==> src/rtl/vpu_pkg.sv <==
// Shared constants for the VPU execution unit: opcodes, instruction field
// positions, flag bit indices and the sequencing state type.
package vpu_pkg;

   localparam logic [4:0] OP_MOVSGPR = 5'b00000;
   localparam logic [4:0] OP_MOV     = 5'b00001;
   localparam logic [4:0] OP_ADD     = 5'b00010;
   localparam logic [4:0] OP_SUB     = 5'b00011;
   localparam logic [4:0] OP_MUL     = 5'b00100;
   localparam logic [4:0] OP_OR      = 5'b00101;
   localparam logic [4:0] OP_AND     = 5'b00110;
   localparam logic [4:0] OP_XOR     = 5'b00111;
   localparam logic [4:0] OP_XNOR    = 5'b01000;
   localparam logic [4:0] OP_NAND    = 5'b01001;
   localparam logic [4:0] OP_NOR     = 5'b01010;
   localparam logic [4:0] OP_NOT     = 5'b01011;

   localparam int OPC_LO       = 27;
   localparam int RDST_LO      = 22;
   localparam int RSRC1_LO     = 17;
   localparam int IMM_MODE_BIT = 16;
   localparam int RSRC2_LO     = 11;
   localparam int IMM_W        = 16;

   localparam int FLG_S = 3;
   localparam int FLG_Z = 2;
   localparam int FLG_C = 1;
   localparam int FLG_V = 0;

   typedef enum logic {
      ST_IDLE     = 1'b0,
      ST_MUL_BUSY = 1'b1
   } vpu_state_t;

endpackage

==> src/rtl/vpu_mul.sv <==
// Multi-cycle unsigned multiplier with start/valid handshake.
// Only built when VPU_MUL_EN is defined.
`ifdef VPU_MUL_EN
module vpu_mul
   import vpu_pkg::*;
#(
   parameter int DATA_W  = 32,
   parameter int MUL_LAT = 4
)
(
   input  logic                  clk,
   input  logic                  rst_n,
   input  logic                  start,
   input  logic [DATA_W-1:0]     a,
   input  logic [DATA_W-1:0]     b,
   output logic                  valid,
   output logic [2*DATA_W-1:0]   product
);

   localparam int CW = $clog2(MUL_LAT + 1);

   logic [DATA_W-1:0] a_q;
   logic [DATA_W-1:0] b_q;
   logic [CW-1:0]     cnt;

   // Operands are captured at start so the source registers may be rewritten.
   always_ff @(posedge clk or negedge rst_n) begin
      if (!rst_n) begin
         a_q <= '0;
         b_q <= '0;
         cnt <= '0;
      end else if (start) begin
         a_q <= a;
         b_q <= b;
         cnt <= CW'(MUL_LAT - 1);
      end else if (cnt != '0) begin
         cnt <= cnt - CW'(1);
      end
   end

   if (MUL_LAT == 1) begin : g_comb
      assign valid   = start;
      assign product = {{DATA_W{1'b0}}, a} * {{DATA_W{1'b0}}, b};
   end else begin : g_seq
      assign valid   = (cnt == CW'(1));
      assign product = {{DATA_W{1'b0}}, a_q} * {{DATA_W{1'b0}}, b_q};
   end

endmodule
`endif

==> src/rtl/vpu_exec_unit.sv <==
// VPU execution unit: GPR file, ALU, flags and optional multiplier.
// Multiplier and MUL_BUSY sequencing are present only when VPU_MUL_EN is defined.
//
// state       | meaning
// ST_IDLE     | ready; non-mul ops retire the cycle after acceptance
// ST_MUL_BUSY | multiply in flight; new instructions are held off
module vpu_exec_unit
   import vpu_pkg::*;
#(
   parameter int DATA_W  = 32,
   parameter int NREGS   = 32,
   parameter int MUL_LAT = 4
)
(
   input  logic              clk,
   input  logic              rst_n,
   input  logic [31:0]       instr,
   input  logic              instr_valid,
   output logic              instr_ready,
   output logic              done,
   output logic              err,
   output logic [3:0]        flags,
   output logic [DATA_W-1:0] sgpr,
   input  logic [4:0]        dbg_raddr,
   output logic [DATA_W-1:0] dbg_rdata
);

   localparam int AW = (NREGS > 1) ? $clog2(NREGS) : 1;
   localparam int M  = DATA_W - 1;

   logic [DATA_W-1:0] gpr [NREGS];

   logic [4:0]        opcode;
   logic [AW-1:0]     rdst, rsrc1, rsrc2;
   logic              imm_mode;
   logic [DATA_W-1:0] imm_ext, src1, src2, res;
   logic              carry, ovf, wr_en, upd_flags, illegal, is_mul, accept;
   logic [3:0]        alu_flags;

`ifdef VPU_MUL_EN
   vpu_state_t          state;
   logic [AW-1:0]       mul_rdst_q, mul_rdst;
   logic                mul_valid;
   logic [2*DATA_W-1:0] product;
   logic [DATA_W-1:0]   sgpr_q;
   logic [3:0]          mul_flags;
`endif

   assign opcode   = instr[OPC_LO +: 5];
   assign rdst     = instr[RDST_LO +: AW];
   assign rsrc1    = instr[RSRC1_LO +: AW];
   assign rsrc2    = instr[RSRC2_LO +: AW];
   assign imm_mode = instr[IMM_MODE_BIT];
   assign imm_ext  = DATA_W'(instr[IMM_W-1:0]);
   assign accept   = instr_valid && instr_ready;

   assign dbg_rdata = ({27'd0, dbg_raddr} < 32'(NREGS)) ? gpr[dbg_raddr[AW-1:0]] : '0;

   always_comb begin
      src1      = gpr[rsrc1];
      src2      = imm_mode ? imm_ext : gpr[rsrc2];
      res       = '0;
      carry     = 1'b0;
      ovf       = 1'b0;
      wr_en     = 1'b0;
      upd_flags = 1'b0;
      illegal   = 1'b0;
      is_mul    = 1'b0;
      case (opcode)
         OP_MOV:  begin res = src2; wr_en = 1'b1; end
         OP_ADD: begin
            {carry, res} = {1'b0, src1} + {1'b0, src2};
            ovf   = (src1[M] == src2[M]) && (res[M] != src1[M]);
            wr_en = 1'b1; upd_flags = 1'b1;
         end
         // Top bit of the widened difference is the borrow.
         OP_SUB: begin
            {carry, res} = {1'b0, src1} - {1'b0, src2};
            ovf   = (src1[M] != src2[M]) && (res[M] != src1[M]);
            wr_en = 1'b1; upd_flags = 1'b1;
         end
         OP_OR:   begin res = src1 | src2;    wr_en = 1'b1; upd_flags = 1'b1; end
         OP_AND:  begin res = src1 & src2;    wr_en = 1'b1; upd_flags = 1'b1; end
         OP_XOR:  begin res = src1 ^ src2;    wr_en = 1'b1; upd_flags = 1'b1; end
         OP_XNOR: begin res = ~(src1 ^ src2); wr_en = 1'b1; upd_flags = 1'b1; end
         OP_NAND: begin res = ~(src1 & src2); wr_en = 1'b1; upd_flags = 1'b1; end
         OP_NOR:  begin res = ~(src1 | src2); wr_en = 1'b1; upd_flags = 1'b1; end
         OP_NOT:  begin res = ~src2;          wr_en = 1'b1; upd_flags = 1'b1; end
`ifdef VPU_MUL_EN
         OP_MOVSGPR: begin res = sgpr_q; wr_en = 1'b1; end
         OP_MUL:     is_mul = 1'b1;
`endif
         default: illegal = 1'b1;
      endcase
      alu_flags        = '0;
      alu_flags[FLG_S] = res[M];
      alu_flags[FLG_Z] = (res == '0);
      alu_flags[FLG_C] = carry;
      alu_flags[FLG_V] = ovf;
   end

`ifdef VPU_MUL_EN
   vpu_mul #(.DATA_W(DATA_W), .MUL_LAT(MUL_LAT)) u_mul (
      .clk     (clk),
      .rst_n   (rst_n),
      .start   (accept && is_mul),
      .a       (src1),
      .b       (src2),
      .valid   (mul_valid),
      .product (product)
   );

   assign mul_rdst = (MUL_LAT == 1) ? rdst : mul_rdst_q;
   assign sgpr     = sgpr_q;

   always_comb begin
      mul_flags        = '0;
      mul_flags[FLG_S] = product[M];
      mul_flags[FLG_Z] = (product[DATA_W-1:0] == '0);
   end

   always_ff @(posedge clk or negedge rst_n) begin
      if (!rst_n) begin
         state       <= ST_IDLE;
         instr_ready <= 1'b1;
         mul_rdst_q  <= '0;
      end else begin
         case (state)
            ST_IDLE: begin
               if (accept && is_mul && (MUL_LAT > 1)) begin
                  state       <= ST_MUL_BUSY;
                  instr_ready <= 1'b0;
                  mul_rdst_q  <= rdst;
               end
            end
            ST_MUL_BUSY: begin
               if (mul_valid) begin
                  state       <= ST_IDLE;
                  instr_ready <= 1'b1;
               end
            end
            default: begin
               state       <= ST_IDLE;
               instr_ready <= 1'b1;
            end
         endcase
      end
   end
`else
   assign sgpr        = '0;
   assign instr_ready = 1'b1;
`endif

   always_ff @(posedge clk or negedge rst_n) begin
      if (!rst_n) begin
         for (int i = 0; i < NREGS; i++) gpr[i] <= '0;
         flags <= '0;
         done  <= 1'b0;
         err   <= 1'b0;
`ifdef VPU_MUL_EN
         sgpr_q <= '0;
`endif
      end else begin
         done <= 1'b0;
         err  <= 1'b0;
         if (accept && !is_mul) begin
            done <= 1'b1;
            err  <= illegal;
            if (wr_en)     gpr[rdst] <= res;
            if (upd_flags) flags     <= alu_flags;
         end
`ifdef VPU_MUL_EN
         if (mul_valid) begin
            done          <= 1'b1;
            gpr[mul_rdst] <= product[DATA_W-1:0];
            sgpr_q        <= product[2*DATA_W-1:DATA_W];
            flags         <= mul_flags;
         end
`endif
      end
   end

endmodule

==> config.mk <==
export PLATFORM = sky130hd
export DESIGN_NAME = vpu_exec_unit
export DESIGN_NICKNAME = d
export VERILOG_FILES = /design/src/rtl/vpu_pkg.sv /design/src/rtl/vpu_mul.sv /design/src/rtl/vpu_exec_unit.sv
export SDC_FILE = /design/constraint.sdc
export NUM_CORES = 2
export LEC_CHECK = 0
export BUFFER_PORTS_ARGS = -buffer_cell sky130_fd_sc_hd__buf_2
export CAP_MARGIN = 10
export CORE_MARGIN = 1
export CORE_UTILIZATION = 45
export CTS_CLUSTER_SIZE = 14
export DETAILED_ROUTE_END_ITERATION = 8
export PLACE_DENSITY_LB_ADDON = 0.15
export SYNTH_ARGS = -nofsm -noshare
export SYNTH_HDL_FRONTEND = slang
export SYNTH_SLANG_ARGS = --single-unit
==> constraint.sdc <==
create_clock -name clk -period 11.45 [get_ports clk]
set_clock_uncertainty 0.15 [all_clocks]
set_input_delay 1.145 -clock clk [delete_from_list [all_inputs] [get_ports clk]]
set_output_delay 1.145 -clock clk [all_outputs]
set_load 0.03 [all_outputs]
==> flow_metrics.tcl <==
set metrics [dict create \
    wl_per_cell_um 31.63 \
    preCtsSetupSlack_ps 2794 \
    grt_pass1_wl_um 363000 \
    dieHeight_um 389.2 \
    relSlewSlack 0.1108 \
    clk_pin_slew_worst_paths_ps 70 \
    ys_async_sr_fraction 1.000 \
    yosysSeqAreaShare 0.3821 \
    tns_ps 0 \
    crit_type "in2reg" \
    yosys.area.top_type "dfrtp_1" \
    synth_edf_count 0 \
    overflow 0 \
    clockRootBuffer "clkbuf_16" \
    leakage_uw 0.03038 \
    hold_buffers 0 \
    cts_setup_buffers 0 \
    port_buffers 77 \
    floorplan.initialDensity 0.4552 \
    drtPass1Iterations 8 \
    setup_viol_count_final 0 \
    clock_power_share 0.341 \
    grt_start_max_net_pins 161 \
    cts_tree "done" \
    viasPerCell 6.731 \
    die_width_um 389.2 \
    critPathMaxFanout 59 \
    vias 52281 \
    drv_cap 0 \
    synth_cells 6008 \
    core-area_mm2 0.1482 \
    swShare 0.3357 \
    combPwrFrac 0.275 \
    finalCriticalPeriod_ps 8205 \
    final_layout_size_suffix_gt1_frac 0.2596 \
    clock_sinks 1030 \
    powerDensity_mw_per_mm2 161.0 \
    ios 111 \
    ys_warn_count 0 \
    critPathArrivalTime_ps 8640 \
    grt_use_total 0.3279 \
    fmax_mhz 121.9 \
    clock_latency_ps 800 \
    dp.final_hpwl_um 146900 \
    start_kind "input port" \
    tightest_slew_ps 1326 \
    ant_nets 0 \
    synthToLayoutAreaGrowth_pct 8.778 \
    cts_resized 0 \
    p_int_uw 7849 \
    hold_violations 0 \
    drc 0 \
    first_global_vias 51388 \
    rsz0062_at_grt "false" \
    fillers 13188 \
    fp.dieArea_mm2 0.1515 \
    num-nets-final 5881 \
    drtIter0Drc 5582 \
    critical_path_required_ps 11880 \
    wl_um 245700 \
    antenna_found_initial 10 \
    syn_area_per_cell_um2 11.23 \
    peakVddDrop_mv 0.1356 \
    status "finished clean" \
    synth_area_mm2 0.06746 \
    p_sw_uw 3966 \
    finalMaxSlewViolations 0 \
    clockBufferDepth 3 \
    ys_ff_latch 1030 \
    rows 141 \
    cts_buffers 116 \
    fin_crit_sh 0.7166 \
    place.gp.congestion 0.9559 \
    synth_cell_types 89 \
    ys.flop_type "dfrtp_1" \
    pwr-share-seq 0.384 \
    fin_ws_ps 3245 \
    synth.area.top_cells "dfrtp_1 38%, mux4_2 30%, a21oi_1 4.7%" \
    h-tree-depth 3 \
    synth_top_area_share 0.3821 \
    hp-class "in2async" \
    cp-end-kind "flip-flop" \
]
==> flip-flops by register name, summed over array words and instances, names as in the netlist <==
name and flops:
done 1, err 1, flags 4, gpr 1024
==> per-layer routing <==
metal,part of all wire,wire (µm),vias up,GRT usage
met2,0.45,111700,2724,0.5013
met5,0.00027,67,-,0
met1,0.41,100500,27060,0.4617
met3,0.097,23780,503,0.06878
met4,0.039,9609,10,0.1229
li1,-,-,21984,-
==> metrics by stage <==
step	hold WS, ps	cells	total power [µW]	instance area (µm²)	utilization
5_1_grt	318.2	7762	12330	73370	0.4951
4_1_cts	254.6	7762	11830	73370	0.4951
6_report	242.4	7767	11820	73380	0.4952
2_1_floorplan	327.5	6039	6821	67580	-
3_3_place_gp	320.2	7547	7746	69250	0.4673
3_5_place_dp	324.1	7547	7807	69250	0.4673
==> Yosys cell counts, types with 32 or more instances <==
cell type / n
nand2_1: 658
a21oi_1: 640
o21ai_0: 560
mux4_2: 903
buf_1: 69
buf_2: 32
buf_4: 49
nor2_1: 647
mux2_2: 101
mux2i_1: 76
nor3_1: 32
nand3_1: 44
ha_1: 104
clkbuf_1: 468
dfrtp_1: 1030
inv_1: 107
==> cells by family after synthesis <==
logic type / count (synthesis) / share of synthesized area
AND/OR/NAND/NOR: 1535 / 0.09361
other: 2 / 0.0001113
multiplexers: 1080 / 0.3296
adder cells (fa/ha/maj): 106 / 0.01988
XOR/XNOR: 8 / 0.001039
AO/OA/AOI/OAI: 1495 / 0.1254
buffers and inverters: 752 / 0.04824
flip-flops: 1030 / 0.3821
==> path summary, 6_finish.rpt <==
path	from	end	slack, ps	depth (start not counted)
max reg2reg	gpr[385]	gpr[991]	4550	18
min	rst_n	gpr[913]	240	1
min reg2reg	flags[0]	flags[0]	330	2
max in group asynchronous	rst_n	gpr[6]	8490	3
max	instr[12]	gpr[991]	3250	17
min in group clk	flags[0]	flags[0]	330	2
==> cells in the final DEF, fill, tap and decap left out, types with 12 or more instances in the layout <==
master     count
and3_1        13
conb_1        33
clkbuf_1      14
mux2i_1       76
o21bai_1      16
clkbuf_16    116
nor2b_1       16
a21oi_1      631
nand2b_1      18
clkinv_2      22
a21o_1        20
mux2_2       101
ha_1         104
dfrtp_1     1030
o31ai_1       15
clkbuf_8      28
bufinv_16     13
a2111oi_0     15
inv_1        107
buf_12        12
a22oi_1       21
o21a_1        13
buf_4        134
nand2_4       14
nor2_1       626
buf_2         62
o21ai_0      559
nand2_1      644
nor4_1        14
or3_1         14
nand3_1       44
a221o_1       12
and2_1        12
a211oi_1      21
nand4_1       25
o211ai_1      24
mux4_2       903
nor3_1        29
nor2_4        15
==> power groups by stage <==
stage | sequential (µW) | clock [µW] | combinational (µW)
after detailed placement | 4590 | 0 | 3220
after global placement | 4570 | 0 | 3180
after CTS | 4530 | 4070 | 3230
after floorplan | 4440 | 0 | 2380
after global routing | 4610 | 4210 | 3510
final | 4540 | 4030 | 3250
==> layout make-up <==
cell class                 count  area (µm²)  area share
multi-input combinational   4257       38930      0.5306
sequential                  1030       25770      0.3512
clock buffer                 157        3327     0.04534
tap                         1930        2415     0.03291
timing repair buffer         218        1698     0.02314
clock inverter                58       797.0     0.01086
inverter                     112       422.9    0.005763
antenna                        5       12.51   0.0001705
==> worst max-delay path: stages <==
cell	delay, ps
buf_8	480
clkinv_1	1250
mux4_2	940
a21oi_1	500
ha_1	430
nand2b_1	130
a211oi_1	70
a21o_1	220
o211ai_1	300
a221oi_1	210
o31a_1	370
o31ai_1	470
a21boi_0	180
o31ai_1	410
mux2_2	250
and3_1	950
o21ai_0	260
(Power assumes the default switching activity.)
